==> src/rtl/instruction_fetch_unit_pkg.sv <==
// Shared definitions for the instruction fetch unit: RV32I constants, FSM
// state encoding, the buffered fetch entry layout and a PC alignment helper.
package instruction_fetch_unit_pkg;

    // Canonical RV32I no-op (addi x0, x0, 0), shown to decode when idle.
    localparam logic [31:0] RV32I_NOP = 32'h0000_0013;

    // Default first fetch address after reset.
    localparam logic [31:0] IFU_DEFAULT_RESET_PC = 32'h0000_0000;

    // Fetch control states: one idle cycle after reset, then run forever.
    typedef enum logic {
        S_BOOT = 1'b0,
        S_RUN  = 1'b1
    } ifu_state_e;

    // One buffered instruction together with the address it was fetched from.
    typedef struct packed {
        logic [31:0] pc;
        logic [31:0] instr;
    } fetch_entry_t;

    // Force a byte address onto a word boundary.
    function automatic logic [31:0] align_word(input logic [31:0] addr);
        return {addr[31:2], 2'b00};
    endfunction

endpackage

==> src/rtl/if_instr_fifo.sv <==
// Synchronous instruction buffer holding {pc, instr} entries between the
// memory response path and the decoder. Registered output, no bypass:
// a word pushed on one edge is visible at the head from the next cycle.
module if_instr_fifo
    import instruction_fetch_unit_pkg::*;
#(
    parameter int DEPTH = 4
) (
    input  logic                     clk,
    input  logic                     rst_n,
    input  logic                     push,
    input  fetch_entry_t             push_data,
    input  logic                     pop,
    input  logic                     flush,
    output fetch_entry_t             head,
    output logic [$clog2(DEPTH):0]   count,
    output logic                     empty,
    output logic                     full
);

    localparam int PW = $clog2(DEPTH);
    localparam int CW = PW + 1;

    fetch_entry_t    mem_q [DEPTH];
    logic [PW-1:0]   wr_ptr_q, wr_ptr_d;
    logic [PW-1:0]   rd_ptr_q, rd_ptr_d;
    logic [CW-1:0]   count_q,  count_d;
    logic            do_push, do_pop;

    assign empty   = (count_q == '0);
    assign full    = (count_q == CW'(DEPTH));
    assign count   = count_q;
    assign head    = mem_q[rd_ptr_q];
    assign do_push = push && !full;
    assign do_pop  = pop && !empty;

    // Pointer and occupancy update; flush discards every buffered entry.
    always_comb begin
        // NOTE: every signal gets a default before any branch, otherwise a path that skips the assignment infers a latch.
        wr_ptr_d = wr_ptr_q;
        rd_ptr_d = rd_ptr_q;
        count_d  = count_q;
        if (flush) begin
            wr_ptr_d = '0;
            rd_ptr_d = '0;
            count_d  = '0;
        end else begin
            if (do_push) wr_ptr_d = wr_ptr_q + PW'(1);
            if (do_pop)  rd_ptr_d = rd_ptr_q + PW'(1);
            case ({do_push, do_pop})
                2'b10:   count_d = count_q + CW'(1);
                2'b01:   count_d = count_q - CW'(1);
                default: count_d = count_q;
            endcase
        end
    end

    // Control state registers.
    always_ff @(posedge clk or negedge rst_n) begin
        // NOTE: sequential state uses non-blocking assignment so every flop samples pre-edge values.
        if (!rst_n) begin
            wr_ptr_q <= '0;
            rd_ptr_q <= '0;
            count_q  <= '0;
        end else begin
            wr_ptr_q <= wr_ptr_d;
            rd_ptr_q <= rd_ptr_d;
            count_q  <= count_d;
        end
    end

    // Entry storage; contents are only observed while count says they are valid.
    always_ff @(posedge clk) begin
        // NOTE: storage array is deliberately not reset; occupancy tracking makes stale contents harmless and keeps it RAM-mappable.
        if (do_push) mem_q[wr_ptr_q] <= push_data;
    end

endmodule

==> src/rtl/instruction_fetch_unit.sv <==
// Front-end fetch stage: owns the PC, issues in-order word fetches under a
// credit limit, buffers returned words with their PCs and hands them to the
// decoder over valid/ready. Redirects flush the buffer, mark every in-flight
// response stale and restart fetching at the target.
module instruction_fetch_unit
    import instruction_fetch_unit_pkg::*;
#(
    parameter logic [31:0] RESET_PC   = IFU_DEFAULT_RESET_PC,
    parameter int          FIFO_DEPTH = 4
) (
    input  logic        clk,
    input  logic        rst_n,
    output logic        imem_req_valid,
    input  logic        imem_req_ready,
    output logic [31:0] imem_req_addr,
    input  logic        imem_resp_valid,
    input  logic [31:0] imem_resp_data,
    input  logic        redirect_valid,
    input  logic [31:0] redirect_pc,
    output logic        id_valid,
    input  logic        id_ready,
    output logic [31:0] id_instruction,
    output logic [31:0] id_pc
);

    localparam int            CW        = $clog2(FIFO_DEPTH) + 1;
    localparam logic [CW:0]   DEPTH_LIM = FIFO_DEPTH[CW:0];

    ifu_state_e      state_q, state_d;
    logic [31:0]     pc_q, pc_d;
    logic [31:0]     resp_pc_q, resp_pc_d;   // PC of the next non-stale response
    logic [CW-1:0]   outstanding_q, outstanding_d;
    logic [CW-1:0]   drop_cnt_q, drop_cnt_d;

    fetch_entry_t    fifo_head;
    fetch_entry_t    fifo_wdata;
    logic [CW-1:0]   fifo_count;
    logic            fifo_empty, fifo_full;
    logic            fifo_push, fifo_pop;
    logic            req_fire, drop_now, credit_ok;
    logic [CW:0]     in_flight;

    assign in_flight = {1'b0, outstanding_q} + {1'b0, fifo_count};
    assign credit_ok = (in_flight < DEPTH_LIM);
    assign req_fire  = imem_req_valid && imem_req_ready;
    assign drop_now  = imem_resp_valid && (drop_cnt_q != '0);

    // Responses arriving during a redirect are wrong-path and never buffered.
    assign fifo_push  = imem_resp_valid && (drop_cnt_q == '0) && !redirect_valid;
    assign fifo_wdata = '{pc: resp_pc_q, instr: imem_resp_data};
    assign fifo_pop   = id_valid && id_ready;

    assign imem_req_addr  = pc_q;
    assign id_valid       = !fifo_empty && !redirect_valid;
    assign id_instruction = fifo_empty ? RV32I_NOP : fifo_head.instr;
    assign id_pc          = fifo_empty ? RESET_PC  : fifo_head.pc;

    if_instr_fifo #(
        .DEPTH (FIFO_DEPTH)
    ) u_fifo (
        .clk       (clk),
        .rst_n     (rst_n),
        .push      (fifo_push),
        .push_data (fifo_wdata),
        .pop       (fifo_pop),
        .flush     (redirect_valid),
        .head      (fifo_head),
        .count     (fifo_count),
        .empty     (fifo_empty),
        .full      (fifo_full)
    );

    // FSM next state and request issue: one silent boot cycle, then issue while credits remain.
    always_comb begin
        state_d        = state_q;
        imem_req_valid = 1'b0;
        case (state_q)
            S_BOOT:  state_d = S_RUN;
            S_RUN:   imem_req_valid = credit_ok;
            default: state_d = S_BOOT;
        endcase
    end

    // PC, credit and stale-response bookkeeping; a redirect overrides the normal updates.
    always_comb begin
        pc_d          = pc_q;
        resp_pc_d     = resp_pc_q;
        drop_cnt_d    = drop_cnt_q;
        outstanding_d = outstanding_q + CW'(req_fire) - CW'(imem_resp_valid);

        if (req_fire)  pc_d       = pc_q + 32'd4;
        if (fifo_push) resp_pc_d  = resp_pc_q + 32'd4;
        if (drop_now)  drop_cnt_d = drop_cnt_q - CW'(1);

        if (redirect_valid) begin
            // Everything still in flight after this edge belongs to the old path.
            pc_d       = align_word(redirect_pc);
            resp_pc_d  = align_word(redirect_pc);
            drop_cnt_d = outstanding_d;
        end
    end

    // Top-level state registers.
    always_ff @(posedge clk or negedge rst_n) begin
        if (!rst_n) begin
            state_q       <= S_BOOT;
            pc_q          <= RESET_PC;
            resp_pc_q     <= RESET_PC;
            outstanding_q <= '0;
            drop_cnt_q    <= '0;
        end else begin
            state_q       <= state_d;
            pc_q          <= pc_d;
            resp_pc_q     <= resp_pc_d;
            outstanding_q <= outstanding_d;
            drop_cnt_q    <= drop_cnt_d;
        end
    end

    // The credit rule must make a push into a full buffer impossible.
    a_no_push_when_full: assert property (@(posedge clk) disable iff (!rst_n)
        !(fifo_push && fifo_full && !fifo_pop));

    // In-flight requests never exceed the buffer depth.
    a_outstanding_bound: assert property (@(posedge clk) disable iff (!rst_n)
        outstanding_q <= CW'(FIFO_DEPTH));

endmodule

==> config.mk <==
export PLATFORM = sky130hd
export DESIGN_NAME = instruction_fetch_unit
export DESIGN_NICKNAME = d
export VERILOG_FILES = /design/src/rtl/instruction_fetch_unit_pkg.sv /design/src/rtl/if_instr_fifo.sv /design/src/rtl/instruction_fetch_unit.sv
export SDC_FILE = /design/constraint.sdc
export NUM_CORES = 1
export LEC_CHECK = 0
export CAP_MARGIN = 10
export CORE_AREA = 2 2 161 163
export DETAILED_ROUTE_END_ITERATION = 6
export DIE_AREA = 0 0 163 165
export HOLD_SLACK_MARGIN = 0.06
export PLACE_DENSITY = 0.84
export SYNTH_ARGS = -nofsm -noshare
export SYNTH_HDL_FRONTEND = slang
export SYNTH_SLANG_ARGS = --single-unit
export TNS_END_PERCENT = 30
==> constraint.sdc <==
create_clock -name clk -period 4.92 [get_ports clk]
set_input_delay 0.738 -clock clk [delete_from_list [all_inputs] [get_ports clk]]
set_output_delay 0.738 -clock clk [all_outputs]
set_load 0.01 [all_outputs]
-- After elaboration in Yosys (flattened, before gate mapping)
Memory sizes are Yosys's and may differ from the RTL's.
Index checks and enable logic that the tools add are counted.
- flip-flop bits (word level): 78
- memories kept: 1
- RAM bits: 256
- word-level logic and storage cells: 60
- bits of input ports: 70
- output and inout port bits: 98
- memories (name ; depth ; width ; read ports ; clocked after memory_dff ; write ports ; line ; RTL):
    u_fifo.mem_q ; 4 ; 64 ; 1 ; 0 ; 1 ; if_instr_fifo.sv:24 ; fetch_entry_t mem_q [DEPTH];
- reductions and logical operators: 20
- $add $sub $neg: 10
- eq/ne operators: 3
- $lt $le $gt $ge: 1
- mux-type cells: 17
- operator list (operator ; number):
    $mux 32 ; 6
    $add 32x3->32 const B ; 2
    $reduce_bool 2->1 ; 5
    $mux 3 ; 3
    $logic_and 1x1->1 ; 8
    $mux 2 ; 4
    $logic_not 3->1 ; 2
    $pmux 3 s2 ; 1
    $reduce_bool 3->1 ; 2
    $sub 3x1->3 const B ; 2
    $add 2x1->2 const B ; 2
    $add 3x3->4 ; 1
    $lt 4x3->1 const B ; 1
    $add 3x1->3 ; 1
    $add 3x1->3 const B ; 1
    $eq 3x3->1 const B ; 1
    $logic_not 1->1 ; 3
    $mux 1 ; 3
    $sub 3x1->3 ; 1
    $eq 2x1->1 const B ; 1
    $eq 2x2->1 const B ; 1

-- Logic depth before layout (Yosys ltp)
Gate-level depths: netlist (run 1).
- word-level depth: 8
- mapped depth: 11
- mapped depth without buffers: 11

-- Cells and area by module
Synthesis (run 1) repeated with hierarchy kept, for this count alone.
- cell total of the unflattened synthesis: 848
- area, all modules: 14062.2 sq um
- by module, submodules not included (module ; area each (sq um) ; seq. area each (sq um) ; cells an instance ; times used):
    if_instr_fifo ; 9764.4 ; 7862.5 ; 394 ; 1
    instruction_fetch_unit ; 4297.9 ; 1676.6 ; 454 ; 1

-- Least setup slack after synthesis (run 1)
No wires, ideal clock.
- kind: input-to-reg
- start point: in imem_resp_valid
- end point: mem u_fifo.mem_q[0][0] (netlist name) (enable)
- path slack: 1.354 ns
- data required time: 4.494 ns
- setup time: 0.426 ns
- arrival time: 3.140 ns
- cell stages on the path: 4
- buffers on the path: 1
- cell sequence: nand3b_1 a211oi_1 clkbuf_1 and2_1
- longest elaborated chain between the ends: 5
- ends and longest elaborated chain (item ; line ; RTL):
    start, declared ; instruction_fetch_unit.sv:16 ; input logic imem_resp_valid,
    $logic_and 1x1->1 (2 in a row) ; instruction_fetch_unit.sv:49 ; assign fifo_push = imem_resp_valid && (drop_cnt_q == '0) && !redirect_valid;
    $logic_and 1x1->1 ; if_instr_fifo.sv:34 ; assign do_push = push && !full;
    $mux 1 ; if_instr_fifo.sv:75 ; if (do_push) mem_q[wr_ptr_q] <= push_data;
    $mux 1 (implied by the code) ; if_instr_fifo.sv:75 ;
    end, declared ; if_instr_fifo.sv:24 ;
No other way between the ends.

-- Worst setup path in the final report (run 1)
- start point: reg u_fifo.rd_ptr_q[0]
- end point: out id_pc[17]
- longest elaborated chain between the ends: 2
- ends and longest elaborated chain (item ; line ; RTL):
    start, declared ; if_instr_fifo.sv:26 ; logic [PW-1:0] rd_ptr_q, rd_ptr_d;
    start signal, assigned ; if_instr_fifo.sv:67 ; rd_ptr_q <= rd_ptr_d;
    $mem_v2 4x64 ; - ;
    $mux 32 ; instruction_fetch_unit.sv:56 ; assign id_pc = fifo_empty ? RESET_PC : fifo_head.pc;
    end, declared ; instruction_fetch_unit.sv:23 ; output logic [31:0] id_pc
No other way between the ends.

==> run_results.csv, run 1 <==
group,metric,value,unit
clocking,post-cts-setup-buffer-count,0,
clocking,clkSinkCount,322,
placement,port_buffers,161,
timing,final_max_slew_viol_count,0,
placement,placedInstanceArea,0.01586,mm^2
route,routed_wl,29460,um
power,irDropWorstVdd,0.3173,mV
floorplanning,pin_count,168,
route,drt-initial-drc-count,703,
timing,tightest_slew,1021,ps
power,combinationalPowerShare,21.3,%
timing,maxSlewHeadroom,31.92,%
power,power.density,430.4,mW/mm^2
yosys,synthXorXnorAreaFrac,1.451,%
placement,hpwl,18490,um
cells_and_area,antennaDiodeCount,0,
floorplanning,dieHeight,165,um
critical_path,arrival,3130,ps
clocking,cts_buffer_depth,3,
global_routing,overflow,0,
yosys,synth_cell_types,55,
route,via_per_inst,6.103,
cells_and_area,drive_gt1_share,14.80,%
clocking,clockRootBuffer,"clkbuf_16",
timing,finalCritPeriodShare,78.68,%
route,drc,0,
yosys,ys_seq_area_share,66.97,%
timing,fmax,258.3,MHz
critical_path,start_kind,"flip-flop",
global_routing,grt_pass1_vias,8574,
yosys,synthAdderAreaFrac,1.370,%
power,leakagePower,0.005654,uW
cells_and_area,nets,1134,
clocking,cts_tree,"done",
critical_path,slowest_stage,"dfrtp_4",
route,ant_nets,0,
power,intPower,5396,uW
critical_path,path_buf_inv,2,
critical_path,critPathKind,"reg -> out",
cells_and_area,layout_commonest_cell,"edfxtp_1",
floorplanning,dieArea,0.02690,mm^2
cells_and_area,stdcell_area,0.01691,mm^2
critical_path,cp_max_fo,30,
yosys,syn_area,0.01388,mm^2
flow_run,cap_viol_max_count,0,
clocking,clock_latency,540,ps
cells_and_area,instances_no_fill,1404,
yosys,synthArstFlopShare,22.98,%
critical_path,cp_top_family,"buffers and inverters",
route,dr.pass1.iters,5,
critical_path,crit_required,4180,ps
yosys,synth-main-ff-cell,"edfxtp_1",
yosys,yosys_warnings,0,
floorplanning,dieWidth,163,um
yosys,muxShareOfSynthArea,11.09,%
global_routing,grt_max_degree,63,
critical_path,worst_setup_path_end_kind,"output pin",
power,swShare,25.84,%
global_routing,grt_usage,22.15,%
outcome,status,"finished, final reports clean",
power,fin_total_pwr,7277,uW
timing,setup_violations,0,
timing,whs,372.2,ps
yosys,synth_top_family_by_area,"simple AND/OR/NAND/NOR gates",
placement,globalplace.congestion,0.8708,
yosys,synth_edf_count,248,
floorplanning,initial_core_util,55.46,%
timing,setup_tns,0,ps
clocking,htreeDepth,1,
timing,finalClockSkew,7.502,ps
worst_hold_path,hp-class,"in -> async",
clocking,ctsHoldBuffers,0,
floorplanning,fp-row-count,58,
yosys,ys_ff_latch,322,
power,total_switching_power,1880,uW
cells_and_area,fillers,1664,
yosys,synth.avg_cell_area,15.58,um^2
clocking,clk_pin_slew,60,ps
placement,place_inst,1347,
power,p_clk_share,32.9,%
route,wl_per_cell,20.98,um
critical_path,worstPathCellList,"buf_4 -> mux4_2 -> and2_1 -> clkdlybuf4s50_1",
clocking,cts_inserted_buffers,31,
timing,period_minus_slack,3871,ps
route,vias,8569,
timing,grt_setup_unrepaired,"no",
cells_and_area,register_area,0.009304,mm^2
cells_and_area,syn2layout_area_growth,21.77,%
power,p_seq_share,45.8,%
timing,hold_viol,0,
critical_path,slowest_delay,810,ps
clocking,cts_resized,0,
yosys,syn_inst,891,
global_routing,grt_pass1_wl,46270,um
yosys,synthSimpleGateAreaFrac,11.50,%
global_routing,grt_antenna_before_repair,0,
cells_and_area,layout_common_cells,"edfxtp_1 (248), clkdlybuf4s50_1 (159), dfrtp_1 (72), mux4_2 (62), and2_1 (62)",
cells_and_area,multi_input_area,0.004314,mm^2
yosys,synth_compound_area_share,5.479,%
floorplanning,core_area,0.02504,mm^2
[power by group through the flow]
stage | clock network (uW) | logic (uW) | registers [uW]
after floorplan | 0 | 956 | 3290
after detailed placement | 0 | 1570 | 3390
after global routing | 2530 | 1690 | 3370
after global placement | 0 | 1530 | 3370
after CTS | 2430 | 1580 | 3330
final | 2390 | 1550 | 3330
[area by class of cell]
type | count | area share [%]
clock buffers | 45 | 5.313
flip-flops and latches | 322 | 55.03
repair buffers | 178 | 10.45
well taps | 330 | 2.442
clock inverters | 12 | 0.8732
multi-input cells | 500 | 25.52
inverters | 17 | 0.3774
[worst reg2reg max path, stage by stage (launching register included)]
cell	delay [ps]
dfrtp_1	360
inv_1	120
ha_1	230
nand3b_1	330
a211oi_1	320
buf_4	220
and2_2	560
buf_4	480
[routing by layer]
metal  vias up  part of all wire, %  global-route usage [%]  routed length [um]
met2       433                   49                   36.98               14580
li1       3848                    -                       -                   -
met1      4264                   41                   31.26               12100
met4         0                  1.0                   4.505                 306
met5         -                    0                       0                   0
met3        24                  8.4                   3.742                2474
[stage by stage]
step                      setup WS, ps  utilization (%)
after floorplan                   1354                -
after global placement            1326            63.35
after CTS                        943.7            67.53
after global routing             863.2            67.53
final                             1049            67.53
after detailed placement          1267            63.35
[synthesized netlist by cell type, drive strengths merged (2+ instances only)]
| cell | instances | share of area [%] |
|---|---|---|
| a211o | 4 | 0.25 |
| a211oi | 19 | 1.0 |
| a21oi | 9 | 0.32 |
| a311o | 2 | 0.14 |
| a311oi | 5 | 0.32 |
| a31o | 2 | 0.13 |
| a31oi | 21 | 0.95 |
| and2 | 66 | 3.0 |
| and3 | 13 | 0.59 |
| and4 | 12 | 0.76 |
| buf | 15 | 0.54 |
| clkbuf | 40 | 1.1 |
| conb | 2 | 0.054 |
| dfrtp | 74 | 13 |
| edfxtp | 248 | 54 |
| fa | 2 | 0.29 |
| ha | 12 | 1.1 |
| inv | 17 | 0.46 |
| mux2 | 11 | 0.89 |
| mux2i | 2 | 0.14 |
| mux4 | 62 | 10 |
| nand2 | 22 | 0.59 |
| nand2b | 3 | 0.14 |
| nand3 | 21 | 0.76 |
| nand3b | 2 | 0.11 |
| nand4 | 23 | 1.0 |
| nor2 | 39 | 1.1 |
| nor2b | 5 | 0.23 |
| nor3 | 19 | 0.68 |
| nor4 | 15 | 0.68 |
| o21ai | 14 | 0.50 |
| o22ai | 2 | 0.090 |
| o311ai | 2 | 0.13 |
| o31a | 2 | 0.13 |
| o31ai | 18 | 0.97 |
| or2 | 5 | 0.23 |
| or3 | 6 | 0.27 |
| or4 | 19 | 1.1 |
| xnor2 | 18 | 1.1 |
| xor2 | 5 | 0.32 |
[cells by family (layout without fill, tap and decap cells)]
logic type | count (synthesis) | in the layout
flops | 322 | 322
other cells | 2 | 5
fa+ha+maj | 14 | 14
compound gates | 108 | 108
buf+inv | 72 | 252
simple gates | 275 | 275
xor+xnor | 23 | 23
mux | 75 | 75
[final timing paths]
path	startpoint	endpoint	slack (ps)	cells past startpoint
max	u_fifo.rd_ptr_q[0]	id_pc[17]	1050	4
min	rst_n	outstanding_q[0]	370	1
max reg2reg	drop_cnt_q[0]	u_fifo.mem_q[2][51]	1960	7
min reg2reg	outstanding_q[0]	outstanding_q[0]	570	1
max in group asynchronous	rst_n	imem_req_addr[28]	3540	2
min in group clk	redirect_valid	u_fifo.rd_ptr_q[1]	550	2
[state kept, by name (all words and copies together), names as in the netlist]
register,flops
drop_cnt_q,3
imem_req_addr,30
outstanding_q,3
resp_pc_q,30
state_q,1
u_fifo.count,3
u_fifo.mem_q,248
u_fifo.rd_ptr_q,2
u_fifo.wr_ptr_q,2
(Power assumes the default switching activity.)
==> run 2: changes to the inputs <==
- clock period: 4.92 -> 3.81 ns (I/O delays scaled with it)
==> run 2 against run 1 <==
  * Sequential power up 29%
  * Critical path depth down 1
  * Clock skew up 12 ps
  * Clock power up 39%
  * Non-clock buffer count up 4
  * Global-route usage up 0.93 points
  * Total power up 33%
  * Design area up 0.89%
==> run_results.csv, run 2 (synthesized netlist as in run 1, its figures left out) <==
group,metric,value,unit
power,power.density,566.7,mW/mm^2
clocking,cts_buffer_depth,3,
timing,period_minus_slack,3410,ps
floorplanning,dieWidth,163,um
power,leakagePower,0.005721,uW
clocking,clkSinkCount,322,
floorplanning,dieHeight,165,um
route,wl_per_cell,21.62,um
timing,final_max_slew_viol_count,0,
floorplanning,pin_count,168,
cells_and_area,regMostFlops,"u_fifo.mem_q",
global_routing,grt_max_degree,63,
floorplanning,initial_core_util,55.46,%
worst_hold_path,hp-class,"in -> reg",
cells_and_area,syn2layout_area_growth,22.85,%
route,dr.pass1.iters,5,
cells_and_area,largest_reg_flops,248,
clocking,cts_tree,"done",
floorplanning,core_area,0.02504,mm^2
floorplanning,fp-row-count,58,
placement,globalplace.congestion,0.8374,
route,drt-initial-drc-count,865,
route,drc,0,
cells_and_area,instances_no_fill,1413,
cells_and_area,layout_common_cells,"edfxtp_1 (248), clkdlybuf4s50_1 (159), dfrtp_1 (72), mux4_2 (62), and2_1 (62)",
cells_and_area,layout_commonest_cell,"edfxtp_1",
critical_path,arrival,2840,ps
critical_path,cp_max_fo,61,
timing,finalClockSkew,19.69,ps
cells_and_area,stdcell_area,0.01706,mm^2
global_routing,grt_usage,23.08,%
power,irDropWorstVdd,0.3177,mV
timing,whs,449.3,ps
route,ant_nets,0,
cells_and_area,nets,1141,
clocking,cts_resized,0,
cells_and_area,antennaDiodeCount,0,
timing,setup_tns,0,ps
clocking,htreeDepth,2,
cells_and_area,drive_gt1_share,15.70,%
global_routing,grt_antenna_before_repair,0,
placement,place_inst,1350,
timing,setup_violations,0,
critical_path,r2r_slack,860,ps
outcome,status,"finished, final reports clean",
critical_path,critPathKind,"reg -> out",
route,via_per_inst,6.156,
global_routing,grt_pass1_vias,8649,
clocking,clockRootBuffer,"clkbuf_16",
placement,hpwl,18740,um
placement,placedInstanceArea,0.01590,mm^2
global_routing,overflow,0,
clocking,cts_inserted_buffers,34,
flow_run,cap_viol_max_count,0,
timing,hold_viol,0,
timing,tightest_slew,946.3,ps
floorplanning,dieArea,0.02690,mm^2
timing,maxSlewHeadroom,36.91,%
critical_path,crit_required,3240,ps
clocking,clock_latency,520,ps
cells_and_area,post-route-util,68.13,%
global_routing,grt_pass1_wl,47590,um
clocking,clk_pin_slew,70,ps
critical_path,start_kind,"flip-flop",
timing,grt_setup_unrepaired,"no",
route,vias,8699,
critical_path,worst_setup_path_end_kind,"output pin",
timing,finalCritPeriodShare,89.50,%
route,routed_wl,30560,um
placement,port_buffers,161,
timing,fmax,293.2,MHz
[run 2: metal layers]
metal  vias to the layer above  GRT usage (%)  share of wire (%)
li1                       3869              -                  -
met1                      4394          32.48                 42
met2                       379          38.42                 49
met3                        57          3.089                6.7
met4                         0          6.396                2.1
met5                         -              0                  0
[run 2: metrics by stage]
step           total power [uW]  setup WS (ps)
6_report                   9667          399.9
3_3_place_gp               6350          683.9
5_1_grt                   10070          237.9
2_1_floorplan              5477          338.1
3_5_place_dp               6416          538.5
4_1_cts                    9754          327.6
[run 2: repair_timing]
action / in CTS / in global routing
endpoints found under the setup margin: 0 / 0
buffers inserted: 0 / 0
hold buffers: 1 / 0
hold endpoints to repair: 15 / 0
[run 2: power breakdown]
part | total [uW] | switching (uW) | internal, uW
Sequential | 4290 | 270 | 4020
Combinational | 2050 | 915 | 1140
Clock | 3330 | 1350 | 1980
Total | 9670 | 2530 | 7130
[run 2: worst paths after layout]
path	startpoint	to	cells after the start
min in group asynchronous	rst_n	u_fifo.count[0]	2
setup / recovery	u_fifo.count[1]	id_pc[13]	3
hold / removal	redirect_valid	u_fifo.rd_ptr_q[0]	2
setup reg to reg	u_fifo.count[2]	drop_cnt_q[2]	11
max in group asynchronous	rst_n	resp_pc_q[26]	3
hold reg to reg	outstanding_q[0]	outstanding_q[0]	1
[run 2: cell type report]
cell class	count	area, um^2
flip-flops and latches	322	9304
clock buffers	38	887.1
inverters	17	63.81
multi-input cells	500	4314
repair buffers	182	1812
fillers	1662	7979
clock inverters	24	264.0
well taps	330	412.9
[run 2: worst max-delay path, cell delays in order (launching register included)]
cell	delay (ps)
dfrtp_1	510
or3_2	950
and2_1	350
clkdlybuf4s50_1	490
==> run 3: changes to the inputs <==
- CORE_AREA: 2 2 161 163 -> 2 2 152 154
- DIE_AREA: 0 0 163 165 -> 0 0 154 156
- DONT_BUFFER_PORTS: default -> 1
- PLACE_DENSITY: 0.84 -> 0.83
==> run 3 against run 2 <==
  * Total power decreased by 11%
  * Count of clock-buffer cells in the layout increased by 2
  * Combinational power decreased by 29%
  * Global-route usage decreased by 0.56 points
  * Clock skew increased by 1.8 ps
  * Worst setup slack improved by 400 ps
  * Sequential power about the same
  * Non-clock buffer count decreased by 163
  * Die area decreased by 11%
  * Via count decreased by 11%
  * Largest power group unchanged
  * Clock power decreased by 14%
  * Flip-flop and latch count unchanged
==> run_results.csv, run 3 (synthesized netlist as in run 1, its figures left out) <==
group,metric,value,unit
cells_and_area,antennaDiodeCount,0,
critical_path,worstPathCellList,"buf_12 -> mux4_2 -> or2_2",
floorplanning,dieHeight,156,um
cells_and_area,regMostFlops,"u_fifo.mem_q",
timing,tightest_slew,916.9,ps
route,vias,7779,
global_routing,grt_max_degree,75,
power,total_switching_power,2296,uW
clocking,clockRootBuffer,"clkbuf_16",
critical_path,critPathKind,"reg -> out",
cells_and_area,layout_common_cells,"edfxtp_1 (248), dfrtp_1 (72), mux4_2 (62), and2_1 (62), nor2_1 (39)",
route,ant_nets,0,
power,fin_total_pwr,8634,uW
cells_and_area,largest_reg_flops,248,
cells_and_area,drive_gt1_share,16.67,%
cells_and_area,layout_commonest_cell,"edfxtp_1",
timing,final_max_slew_viol_count,0,
power,irDropWorstVdd,0.3259,mV
worst_hold_path,hp-class,"in -> reg",
cells_and_area,nets,975,
clocking,clkSinkCount,322,
route,drt-initial-drc-count,752,
cells_and_area,syn2layout_area_growth,9.426,%
power,p_seq_share,49.9,%
timing,finalCritPeriodShare,79.09,%
timing,period_minus_slack,3013,ps
timing,whs,77.92,ps
clocking,htreeDepth,1,
critical_path,worst_setup_path_end_kind,"output pin",
floorplanning,dieWidth,154,um
clocking,cts_inserted_buffers,31,
floorplanning,fp-row-count,55,
clocking,post-cts-setup-buffer-count,0,
placement,port_buffers,0,
global_routing,grt_usage,22.52,%
timing,maxSlewHeadroom,38.87,%
critical_path,r2r_slack,810,ps
outcome,status,"finished, final reports clean",
power,swShare,26.60,%
clocking,clock_latency,560,ps
route,drc,0,
critical_path,start_kind,"flip-flop",
global_routing,overflow,0,
critical_path,crit_required,3240,ps
floorplanning,core_area,0.02237,mm^2
clocking,cts_buffer_depth,3,
critical_path,slowest_delay,730,ps
timing,fmax,331.9,MHz
route,wl_per_cell,22.46,um
route,routed_wl,26890,um
placement,hpwl,16790,um
power,combinationalPowerShare,16.9,%
power,leakagePower,0.005017,uW
flow_run,cap_viol_max_count,0,
floorplanning,dieArea,0.02402,mm^2
power,intPower,6338,uW
route,dr.pass1.iters,5,
power,power.density,568.3,mW/mm^2
critical_path,cp_max_fo,23,
power,p_clk_share,33.2,%
clocking,cts_tree,"done",
placement,pre_cts_slack,870.0,ps
timing,grt_setup_unrepaired,"no",
timing,hold_viol,0,
global_routing,grt_antenna_before_repair,0,
critical_path,arrival,2440,ps
route,via_per_inst,6.499,
clocking,clk_pin_slew,60,ps
clocking,cts_resized,0,
critical_path,slowest_stage,"dfrtp_4",
timing,setup_tns,0,ps
timing,setup_violations,0,
timing,setup_slack,796.8,ps
placement,globalplace.congestion,0.8414,
global_routing,grt_pass1_vias,7730,
floorplanning,pin_count,168,
global_routing,grt_pass1_wl,42110,um
timing,finalClockSkew,21.44,ps
floorplanning,initial_core_util,62.08,%
run 3: path summary, 6_finish.rpt:
path	from	to	cells after the start
worst min register to register	outstanding_q[0]	outstanding_q[0]	1
min in group asynchronous	rst_n	imem_req_addr[4]	2
worst max-delay path	u_fifo.rd_ptr_q[0]	id_instruction[0]	3
worst min-delay path	redirect_valid	u_fifo.count[1]	1
worst max register to register	u_fifo.count[2]	drop_cnt_q[2]	11
max in group asynchronous	rst_n	u_fifo.rd_ptr_q[0]	2
run 3: cell type report:
| cell class | count | area (um^2) |
|---|---|---|
| Clock inverter | 14 | 130.1 |
| Fill cell | 1437 | 7172 |
| Inverter | 17 | 63.81 |
| Multi-Input combinational cell | 500 | 4314 |
| Sequential cell | 322 | 9304 |
| Tap cell | 285 | 356.6 |
| Timing Repair Buffer | 19 | 205.2 |
| Clock buffer | 40 | 819.5 |
run 3: routing by layer:
metal,track usage (%),wire length (um)
met1,31.88,11320
met2,36.56,12930
met3,5.111,2275
met4,4.984,368
met5,0,0
run 3: stage by stage:
| step | area [um^2] | cells | util (%) |
|---|---|---|---|
| after floorplan | 13900 | 894 | - |
| after global placement | 14200 | 1140 | 63.47 |
| after detailed placement | 14200 | 1140 | 63.47 |
| after CTS | 15190 | 1197 | 67.93 |
| after global routing | 15190 | 1197 | 67.93 |
| final | 15190 | 1197 | 67.93 |
run 3: timing repair:
action,4_1_cts,5_1_grt
endpoints found under the hold margin,78,0
hold buffers,3,0
endpoints found under the setup margin,0,0
run 3: power by group through the flow:
| stage | logic (uW) | registers, uW | clock network (uW) |
|---|---|---|---|
| 2_1_floorplan | 1230 | 4240 | 0 |
| 5_1_grt | 1610 | 4340 | 3060 |
| 4_1_cts | 1490 | 4310 | 2910 |
| 3_3_place_gp | 1430 | 4360 | 0 |
| 3_5_place_dp | 1460 | 4380 | 0 |
| 6_report | 1460 | 4310 | 2870 |
run 3: worst max-delay path, delay by kind of cell (launching register included):
family	cells	cell delay (ps)
DFF	1	730
muxes	1	510
and+or+nand+nor	1	330
buffers and inverters	1	280
